<file path="src/rtl/argmax_pkg.sv">
// argmax_pkg: shared types and constants for the argmax scheduler
package argmax_pkg;
  typedef enum logic [1:0] {COLLECT, DRAIN, HOLD} state_t;
  localparam int LANES = 4;
  localparam int IDX_W = 5;
  localparam logic [IDX_W-1:0] PAD_IDX = 5'd31;
  function automatic logic [31:0] most_neg(input int dw);
    return 32'd1 << (dw - 1);
  endfunction
endpackage

</file>
<file path="src/rtl/softmax_core.sv">
// softmax_core: registered N-input signed argmax, ties resolve to the lowest lane
module softmax_core import argmax_pkg::*; #(
  parameter int NUM_INPUT  = 4,
  parameter int DATA_WIDTH = 16
) (
  input  logic                            clk,
  input  logic                            resetn,
  input  logic                            i_valid,
  input  logic [NUM_INPUT*DATA_WIDTH-1:0] i_data,
  input  logic [NUM_INPUT*IDX_W-1:0]      i_idx,
  output logic                            o_valid,
  output logic [DATA_WIDTH-1:0]           o_data,
  output logic [IDX_W-1:0]                o_idx
);
  logic [DATA_WIDTH-1:0] w_d;
  logic [IDX_W-1:0]      w_i;
  always_comb begin
    w_d = i_data[DATA_WIDTH-1:0];
    w_i = i_idx[IDX_W-1:0];
    for (int k = 1; k < NUM_INPUT; k++)
      if ($signed(i_data[k*DATA_WIDTH+:DATA_WIDTH]) > $signed(w_d)) begin
        w_d = i_data[k*DATA_WIDTH+:DATA_WIDTH];
        w_i = i_idx[k*IDX_W+:IDX_W];
      end
  end
  always_ff @(posedge clk) begin
    if (!resetn) begin
      o_valid <= 1'b0;
      o_data  <= '0;
      o_idx   <= '0;
    end else begin
      o_valid <= i_valid;
      if (i_valid) begin
        o_data <= w_d;
        o_idx  <= w_i;
      end
    end
  end
endmodule

</file>
<file path="src/rtl/argmax_scheduler.sv">
// argmax_scheduler: packs streamed scores into 4-lane groups, folds group winners
// into a running best and returns the frame's (index, score) on valid/ready
module argmax_scheduler import argmax_pkg::*; #(
  parameter int NUM_CLASSES = 24,
  parameter int DATA_WIDTH  = 16
) (
  input  logic                  clk,
  input  logic                  resetn,
  input  logic                  clear,
  input  logic                  s_valid,
  output logic                  s_ready,
  input  logic [DATA_WIDTH-1:0] s_data,
  output logic                  m_valid,
  input  logic                  m_ready,
  output logic [IDX_W-1:0]      m_index,
  output logic [DATA_WIDTH-1:0] m_data
);
  localparam logic [DATA_WIDTH-1:0] NEG  = DATA_WIDTH'(most_neg(DATA_WIDTH));
  localparam logic [IDX_W-1:0]      LAST = IDX_W'(NUM_CLASSES - 1);
  state_t                  r_state;
  logic [IDX_W-1:0]        r_cnt;
  logic [DATA_WIDTH-1:0]   r_lane_d [LANES];
  logic [IDX_W-1:0]        r_lane_i [LANES];
  logic                    r_issue, r_first;
  logic [DATA_WIDTH-1:0]   r_best_d;
  logic [IDX_W-1:0]        r_best_i;
  logic                    w_acc, w_last, w_cv;
  logic [1:0]              w_slot;
  logic [DATA_WIDTH-1:0]   w_cd;
  logic [IDX_W-1:0]        w_ci;
  logic [LANES*DATA_WIDTH-1:0] w_lane_d;
  logic [LANES*IDX_W-1:0]      w_lane_i;
  assign s_ready = r_state == COLLECT;
  assign m_valid = r_state == HOLD;
  assign m_index = r_best_i;
  assign m_data  = r_best_d;
  assign w_acc   = s_valid && s_ready && !clear;
  assign w_last  = r_cnt == LAST;
  assign w_slot  = r_cnt[1:0];
  for (genvar g = 0; g < LANES; g++) begin : g_lane
    assign w_lane_d[g*DATA_WIDTH+:DATA_WIDTH] = r_lane_d[g];
    assign w_lane_i[g*IDX_W+:IDX_W]           = r_lane_i[g];
  end
  softmax_core #(.NUM_INPUT(LANES), .DATA_WIDTH(DATA_WIDTH)) u_core (
    .clk     (clk),
    .resetn  (resetn),
    .i_valid (r_issue && !clear),
    .i_data  (w_lane_d),
    .i_idx   (w_lane_i),
    .o_valid (w_cv),
    .o_data  (w_cd),
    .o_idx   (w_ci)
  );
  always_ff @(posedge clk) begin
    if (!resetn || clear) begin
      r_state  <= COLLECT;
      r_cnt    <= '0;
      r_issue  <= 1'b0;
      r_first  <= 1'b1;
      r_best_d <= '0;
      r_best_i <= '0;
      for (int k = 0; k < LANES; k++) begin
        r_lane_d[k] <= NEG;
        r_lane_i[k] <= PAD_IDX;
      end
    end else begin
      r_issue <= w_acc && (w_slot == 2'd3 || w_last);
      // starting a group pads the upper lanes so a short final group sees padding
      if (w_acc) begin
        r_cnt <= r_cnt + 1'b1;
        for (int k = 0; k < LANES; k++)
          if (2'(k) == w_slot) begin
            r_lane_d[k] <= s_data;
            r_lane_i[k] <= r_cnt;
          end else if (w_slot == 2'd0) begin
            r_lane_d[k] <= NEG;
            r_lane_i[k] <= PAD_IDX;
          end
      end
      if (w_cv && (r_first || $signed(w_cd) > $signed(r_best_d))) begin
        r_best_d <= w_cd;
        r_best_i <= w_ci;
      end
      if (w_cv) r_first <= 1'b0;
      if (r_state == COLLECT && w_acc && w_last) r_state <= DRAIN;
      if (r_state == DRAIN && w_cv && !r_issue) r_state <= HOLD;
      if (r_state == HOLD && m_ready) begin
        r_state <= COLLECT;
        r_cnt   <= '0;
        r_first <= 1'b1;
        for (int k = 0; k < LANES; k++) begin
          r_lane_d[k] <= NEG;
          r_lane_i[k] <= PAD_IDX;
        end
      end
    end
  end
endmodule

</file>
<file path="config.mk">
export PLATFORM = sky130hd
export DESIGN_NAME = argmax_scheduler
export DESIGN_NICKNAME = d
export VERILOG_FILES = /design/src/rtl/argmax_pkg.sv /design/src/rtl/softmax_core.sv /design/src/rtl/argmax_scheduler.sv
export SDC_FILE = /design/constraint.sdc
export NUM_CORES = 1
export LEC_CHECK = 0
export CAP_MARGIN = 30
export CORE_MARGIN = 3
export CORE_UTILIZATION = 56
export CTS_BUF_LIST = sky130_fd_sc_hd__clkbuf_4 sky130_fd_sc_hd__clkbuf_8
export DETAILED_ROUTE_END_ITERATION = 8
export PLACE_DENSITY = 0.79
export SLEW_MARGIN = 10
export SYNTH_ARGS = -nofsm -noshare
export SYNTH_HDL_FRONTEND = slang
export SYNTH_SLANG_ARGS = --single-unit
export TNS_END_PERCENT = 20
</file>
<file path="constraint.sdc">
create_clock -name clk -period 6.24 [get_ports clk]
set_input_delay 1.56 -clock clk [delete_from_list [all_inputs] [get_ports clk]]
set_output_delay 1.56 -clock clk [all_outputs]
set_load 0.02 [all_outputs]
</file>
==> results of run 1 <==
power by group through the flow:
stage	logic [W]	registers, W	clock network (W)
floorplan	0.000307	0.000952	0
global placement	0.000402	0.000956	0
detailed placement	0.000415	0.000956	0
CTS	0.000422	0.000936	0.000751
global route	0.000498	0.000939	0.000788
finish	0.000450	0.000937	0.000738
worst max-delay path by stage:
stage | to | slack, ns | cells past startpoint
after global placement | u_core.o_data[10] | 0.08 | 27
final | u_core.o_idx[4] | 0.26 | 27
after global routing | u_core.o_idx[4] | -0.06 | 27
after floorplan | u_core.o_idx[0] | 0.31 | 30
after CTS | u_core.o_idx[4] | 0.01 | 27
after detailed placement | u_core.o_idx[4] | -0.10 | 27
cells in the final DEF (no fill, tap or decap), types with 4 or more instances in the layout:
cell,count
a22oi_1,20
ha_1,65
xor2_1,4
o21ai_0,10
nor3_1,6
edfxtp_1,42
nor2_1,42
o21a_1,8
nor2b_1,11
o31ai_1,14
buf_8,4
clkbuf_8,20
mux2i_1,34
a21oi_2,4
mux2_2,5
nand4_1,15
mux2i_2,6
a21oi_1,14
or4_1,15
o21ai_1,24
clkdlybuf4s50_1,43
a32oi_1,16
buf_4,22
nand2_1,95
o22ai_1,6
a21o_1,7
a222oi_1,15
dfxtp_1,94
nand2b_1,14
and2_1,65
inv_1,46
through the flow:
step           cell area [um^2]  util (%)  total power [W]  hold WS, ns
5_1_grt                    8866     68.31         0.002224       0.4854
3_5_place_dp               8297     63.93         0.001371       0.4511
2_1_floorplan              7620         -         0.001259       0.4378
3_3_place_gp               8240     63.49         0.001358       0.4482
6_report                   8866     68.31         0.002126       0.4649
4_1_cts                    8710     67.11         0.002109       0.4661
worst reg2reg max path, stage by stage (launching register included):
cell and delay (ns):
edfxtp_1 0.48, ha_4 0.30, and2_1 0.18, nor3b_2 0.17, a211o_1 0.35, o21ai_4 0.24
mux2i_2 0.27, ha_1 0.28, a21o_1 0.16, a21o_1 0.16, a21o_1 0.17, a21o_1 0.17
a21o_1 0.20, a211o_1 0.33, a21oi_4 0.22, a211o_1 0.17, o211ai_2 0.11, ha_1 0.32
nor2b_1 0.14, o21a_1 0.16, o21a_1 0.16, o21ai_0 0.16, a21oi_1 0.10, o211ai_1 0.20
a21oi_2 0.13, and2_1 0.22, a22oi_1 0.22, o21ai_1 0.10
what timing repair did:
action | CTS | global route
hold endpoints to repair | 0 | 0
pin swaps | 0 | 3
gates resized for setup | 2 | 18
buffers inserted | 0 | 4
setup endpoints to repair | 21 | 21
registers in the layout, indices dropped and copies added, names as in the netlist:
signal / cells
m_data: 16
m_index: 5
r_cnt: 5
r_first: 1
r_issue: 1
r_lane_d: 64
r_lane_i: 20
r_state: 2
u_core.o_data: 16
u_core.o_idx: 5
u_core.o_valid: 1
cells by family (layout without fill, tap and decap cells):
logic type | count (synthesis) | count (layout) | synth area share, %
fa+ha+maj | 68 | 68 | 11.13
mux | 46 | 46 | 6.125
flops | 136 | 136 | 41.25
buf+inv | 91 | 148 | 4.762
compound gates | 168 | 168 | 16.09
xor+xnor | 6 | 6 | 0.6896
simple gates | 290 | 290 | 19.95
final cells by class:
type                            count  share of cell area, %
Clock buffer                       21                  3.189
Clock inverter                     10                  1.341
Inverter                           46                  1.948
Multi-Input combinational cell    578                  48.00
Sequential cell                   136                  35.45
Tap cell                          172                  2.427
Timing Repair Buffer               71                  7.649
per-layer routing:
metal  GRT usage (%)  share of wire (%)
met5               0                  0
met4           10.15                1.8
met3           5.438                4.7
met2           43.77                 50
met1           33.85                 43
==> results.toml, run 1 <==
[detailed_routing]
routedWlPerCell_um = 18.23
dr.pass1.iters = 9
via_count = 6237
vias_per_cell = 6.032
ant_nets = 0
drc_errors = 0
drtIter0Drc = 608
wl_um = 18850

[hold_path]
worstHoldEndpoint = "m_index[2]"
hold_class = "reg2reg"
holdPathStages = 2
min-delay-start = "m_index[2]"

[synthesis]
syn_area_per_cell_um2 = 9.466
synth-edff-count = 42
ys_types = 65
synth_top_area_cell = "dfxtp_1"
synthTopCellsByCount = "nand2_1 (95), dfxtp_1 (94), ha_1 (67)"
synth.area.top_cells = "dfxtp_1 (25%), edfxtp_1 (17%), ha_1 (11%)"
synth_most_common_cell = "nand2_1"
synth_area_um2 = 7620
synthFlopType = "dfxtp_1"
syn_inst = 805
synthArstFlopShare_pct = 0
ys_ff_latch = 136
yosysSeqAreaShare_pct = 41.25
ys_warn_count = 0
syn-num-nets = 893
synth.top_cell.area_share_pct = 24.70

[place]
dp_cells = 997
place.gp.congestion = 0.9662
dp_hpwl_um = 13920
io_buffers = 43
pre_cts_ws_ns = -0.1039

[floorplan]
die_w_um = 122.7
boundaryPins = 44
rows = 41
dieArea_um2 = 15040
start_util_pct = 58.71
coreArea_um2 = 12980
die_h_um = 122.7

[sta]
setup_viol = 0
period_needed_ns = 5.975
relSlewSlack_pct = 48.01
fin_ws_ns = 0.2645
finalCritPeriodShare_pct = 95.76
hold_violations = 0
max_freq_mhz = 167.4
worst_slew_pin_slew_ns = 0.7798
fin_skew_ns = 0.01199
slew_viol_final = 0
fin_setup_tns_ns = 0

[worst_setup_path]
regToRegEndpoint = "u_core.o_idx[4]"
r2r_start = "r_lane_d[1][15]"
critical-path-slowest-cell = "edfxtp_1"
cp.arrival_ns = 6.31
r2r_slack_ns = 0.26
cp_top_family = "compound AO/OA/AOI/OAI gates"
critPathCaptureType = "register"
crit_path_frequent_cell = "a21o_1"
crit_start = "r_lane_d[1][15]"
worstSetupStartpointType = "register"
r2r_cells = 27
crit_type = "reg2reg"
cp.required_ns = 6.58
worst-path-buf-inv = 0
crit_fanout = 8
critPathMaxStageDelay_ns = 0.48

[global_routing]
grtUsageTotal_pct = 26.37
grt_max_degree = 50
antenna_found_initial = 0
grt_pass1_wl_um = 30900
grt_pass1_vias = 6069
grt_overflow_total = 0

[clocking]
path_clk_slew_ns = 0.07
ctsHoldBuffers = 0
cts_root_buf = "clkbuf_8"
cts_tree = "built"
h-tree-depth = 4
clk_latency_ns = 0.46
clockBufferDepth = 2
cts_sinks = 136
cts-buffers-inserted = 17

[power_and_ir_drop]
clkPwrFrac_pct = 34.7
leakage_nw = 3.367
power_frac_comb_pct = 21.2
ir_drop_v = 0.0001737
p_switching_w = 0.0006103
pwr-share-seq_pct = 44.1
switching_share_pct = 28.71
p_int_w = 0.001516
power.density_nw_per_um2 = 239.8

[layout]
multi_input_area_um2 = 4255
antenna_cells = 0
nNetsFinal = 938
final-seq-area_um2 = 3143
fin_cells = 1034
areaGrowthSynthToFinish_pct = 16.35
drive_gt1_share_pct = 10.79
fill_cells = 1005

[status]
status = "completed"

[flow_run]
max_cap_violations = 0
Note: power is estimated with default switching activity, not from simulation.
==> run 2: changes to the inputs <==
--- a/config.mk
+++ b/config.mk
@@ -6,10 +6,12 @@
 export NUM_CORES = 1
 export LEC_CHECK = 0
 export CAP_MARGIN = 30
-export CORE_MARGIN = 3
+export CORE_MARGIN = 2
 export CORE_UTILIZATION = 56
 export CTS_BUF_LIST = sky130_fd_sc_hd__clkbuf_4 sky130_fd_sc_hd__clkbuf_8
 export DETAILED_ROUTE_END_ITERATION = 8
+export GPL_TIMING_DRIVEN = 0
+export MAX_ROUTING_LAYER = met4
 export PLACE_DENSITY = 0.79
 export SLEW_MARGIN = 10
 export SYNTH_ARGS = -nofsm -noshare
==> run 2 against run 1 <==
Worst hold slack got worse by 0.0055 ns. Non-clock buffer count grew 37. Sequential power about the same. Routed wire length grew 10%. Largest cell class unchanged. Register-to-register slack worse by 0.15 ns. First-iteration DRC count is the same. Via count up 7.1%. Clock skew rose by 0.0026 ns.
==> results.toml, run 2 (synthesis results as in run 1) <==
[detailed_routing]
drtIter0Drc = 608
drc_errors = 0
ant_nets = 0
routedWlPerCell_um = 19.30
via_count = 6678
dr.pass1.iters = 6
wl_um = 20760
vias_per_cell = 6.206

[sta]
slew_viol_final = 0
worst_slew_pin_slew_ns = 0.8094
period_needed_ns = 6.130
fin_skew_ns = 0.01456
finalCritPeriodShare_pct = 98.24
hold_violations = 0
relSlewSlack_pct = 46.04
setup_viol = 0
max_freq_mhz = 163.1

[clocking]
clockBufferDepth = 2
clk_latency_ns = 0.47
h-tree-depth = 4
cts_tree = "built"
cts-buffers-inserted = 17
cts_sinks = 136
cts_root_buf = "clkbuf_8"
path_clk_slew_ns = 0.08

[global_routing]
grt_pass1_wl_um = 32390
antenna_found_initial = 0
grt_max_degree = 22
grt_overflow_total = 0
grt_pass1_vias = 6394
grtUsageTotal_pct = 29.12

[worst_setup_path]
cp_top_family = "compound AO/OA/AOI/OAI gates"
crit_type = "reg2reg"
cp.required_ns = 6.59
r2r_start = "r_lane_d[1][14]"
r2r_slack_ns = 0.11
crit_path_frequent_cell = "a21o_1"
critical-path-slowest-cell = "edfxtp_1"
cp.arrival_ns = 6.48
cp_num_cells = 29
worstSetupStartpointType = "register"
worst-path-buf-inv = 3
critPathMaxStageDelay_ns = 0.42
r2r_cells = 29
regToRegEndpoint = "u_core.o_data[9]"
crit_fanout = 10
critPathCaptureType = "register"

[status]
status = "completed"

[power_and_ir_drop]
leakage_nw = 3.476
power.density_nw_per_um2 = 245.3
ir_drop_v = 0.0001455

[floorplan]
dieArea_um2 = 14560
rows = 42
die_w_um = 120.7
die_h_um = 120.7
boundaryPins = 44
coreArea_um2 = 13240
start_util_pct = 57.54

[layout]
areaGrowthSynthToFinish_pct = 20.51
antenna_cells = 0
nNetsFinal = 975
drive_gt1_share_pct = 12.33
stdcell_area_um2 = 9183
final_cell_mix = "nand2_1 (95), dfxtp_1 (91), and2_1 (64)"
largestRegisters = "r_lane_d: 64 flops, r_lane_i: 20 flops"
final_common_cell = "nand2_1"
regMostFlops = "r_lane_d"
fin_util_pct = 69.34
largest_reg_flops = 64
fin_cells = 1076

[flow_run]
max_cap_violations = 0

[place]
placed_cell_area_um2 = 8289
place.gp.congestion = 1.006
io_buffers = 43
dp_hpwl_um = 15090
dp_cells = 1025

[hold_path]
worstHoldEndpoint = "m_index[4]"
hold_class = "reg2reg"
holdPathStages = 2
min-delay-start = "m_index[4]"
-- run 2: cell count changes in the layout (fill, tap and decap cells not counted), sizes merged --
| cell | before | now |
|---|---|---|
| clkbuf | 21 | 53 |
| buf | 28 | 31 |
| clkinv | 4 | 7 |
| bufinv | 2 | 4 |
| clkinvlp | 1 | 0 |
| inv | 49 | 48 |
-- run 2: cell type report --
cell class	instances	area (um^2)
timing repair buffer	63	608.1
multi-input combinational	578	4373
tap	176	220.2
clock inverter	13	175.2
sequential	136	3147
fill	1045	4060
inverter	46	172.7
buffer	45	231.5
clock buffer	19	255.2
-- run 2: worst max path at each step --
stage	slack (ns)	to	startpoint
2_1_floorplan	0.31	u_core.o_idx[0]	r_lane_d[1][15]
3_3_place_gp	-1.19	u_core.o_data[6]	r_lane_d[1][13]
3_5_place_dp	-1.44	u_core.o_data[9]	r_lane_d[1][13]
4_1_cts	0.001	u_core.o_data[9]	r_lane_d[1][13]
5_1_grt	-0.17	u_core.o_data[11]	r_lane_d[1][9]
6_report	0.11	u_core.o_data[9]	r_lane_d[1][14]
-- run 2: per-layer routing --
| layer | up-vias | routed length, um | global-route usage [%] |
|---|---|---|---|
| li1 | 3108 | - | - |
| met1 | 3257 | 8956 | 37.47 |
| met2 | 250 | 9913 | 45.76 |
| met3 | 63 | 1087 | 4.670 |
| met4 | 0 | 807 | 12.35 |
| met5 | - | 0 | - |
-- run 2: timing repair --
item,4_1_cts,5_1_grt
gates resized for setup,25,43
setup buffers,4,14
pin swaps,2,9
hold buffers,0,0
endpoints found under the setup margin,21,21
-- run 2: power by group --
group / leakage, nW / switching [W] / internal [W]
sequential: 1.19 / 0.0000130 / 0.000925
combinational: 2.06 / 0.000283 / 0.000233
clock: 0.227 / 0.000351 / 0.000448
total: 3.48 / 0.000647 / 0.00161
-- run 2: worst register-to-register path, delay by kind of cell (launching register included) --
kind / cells / cell delay [ns]
simple gates: 3 / 0.49
compound gates: 19 / 3.38
buf+inv: 3 / 0.53
mux: 1 / 0.30
flops: 1 / 0.42
fa+ha+maj: 3 / 0.92
-- run 2: metrics by stage --
| stage | TNS (ns) | setup WS, ns | hold slack, ns | power (W) |
|---|---|---|---|---|
| after floorplan | 0 | 0.3070 | 0.4378 | 0.001259 |
| after global placement | -24.40 | -1.188 | 0.4468 | 0.001359 |
| after detailed placement | -28.60 | -1.440 | 0.4547 | 0.001377 |
| after CTS | 0 | 0.001271 | 0.4659 | 0.002185 |
| after global routing | -1.901 | -0.1650 | 0.4814 | 0.002334 |
| final | 0 | 0.1101 | 0.4594 | 0.002253 |
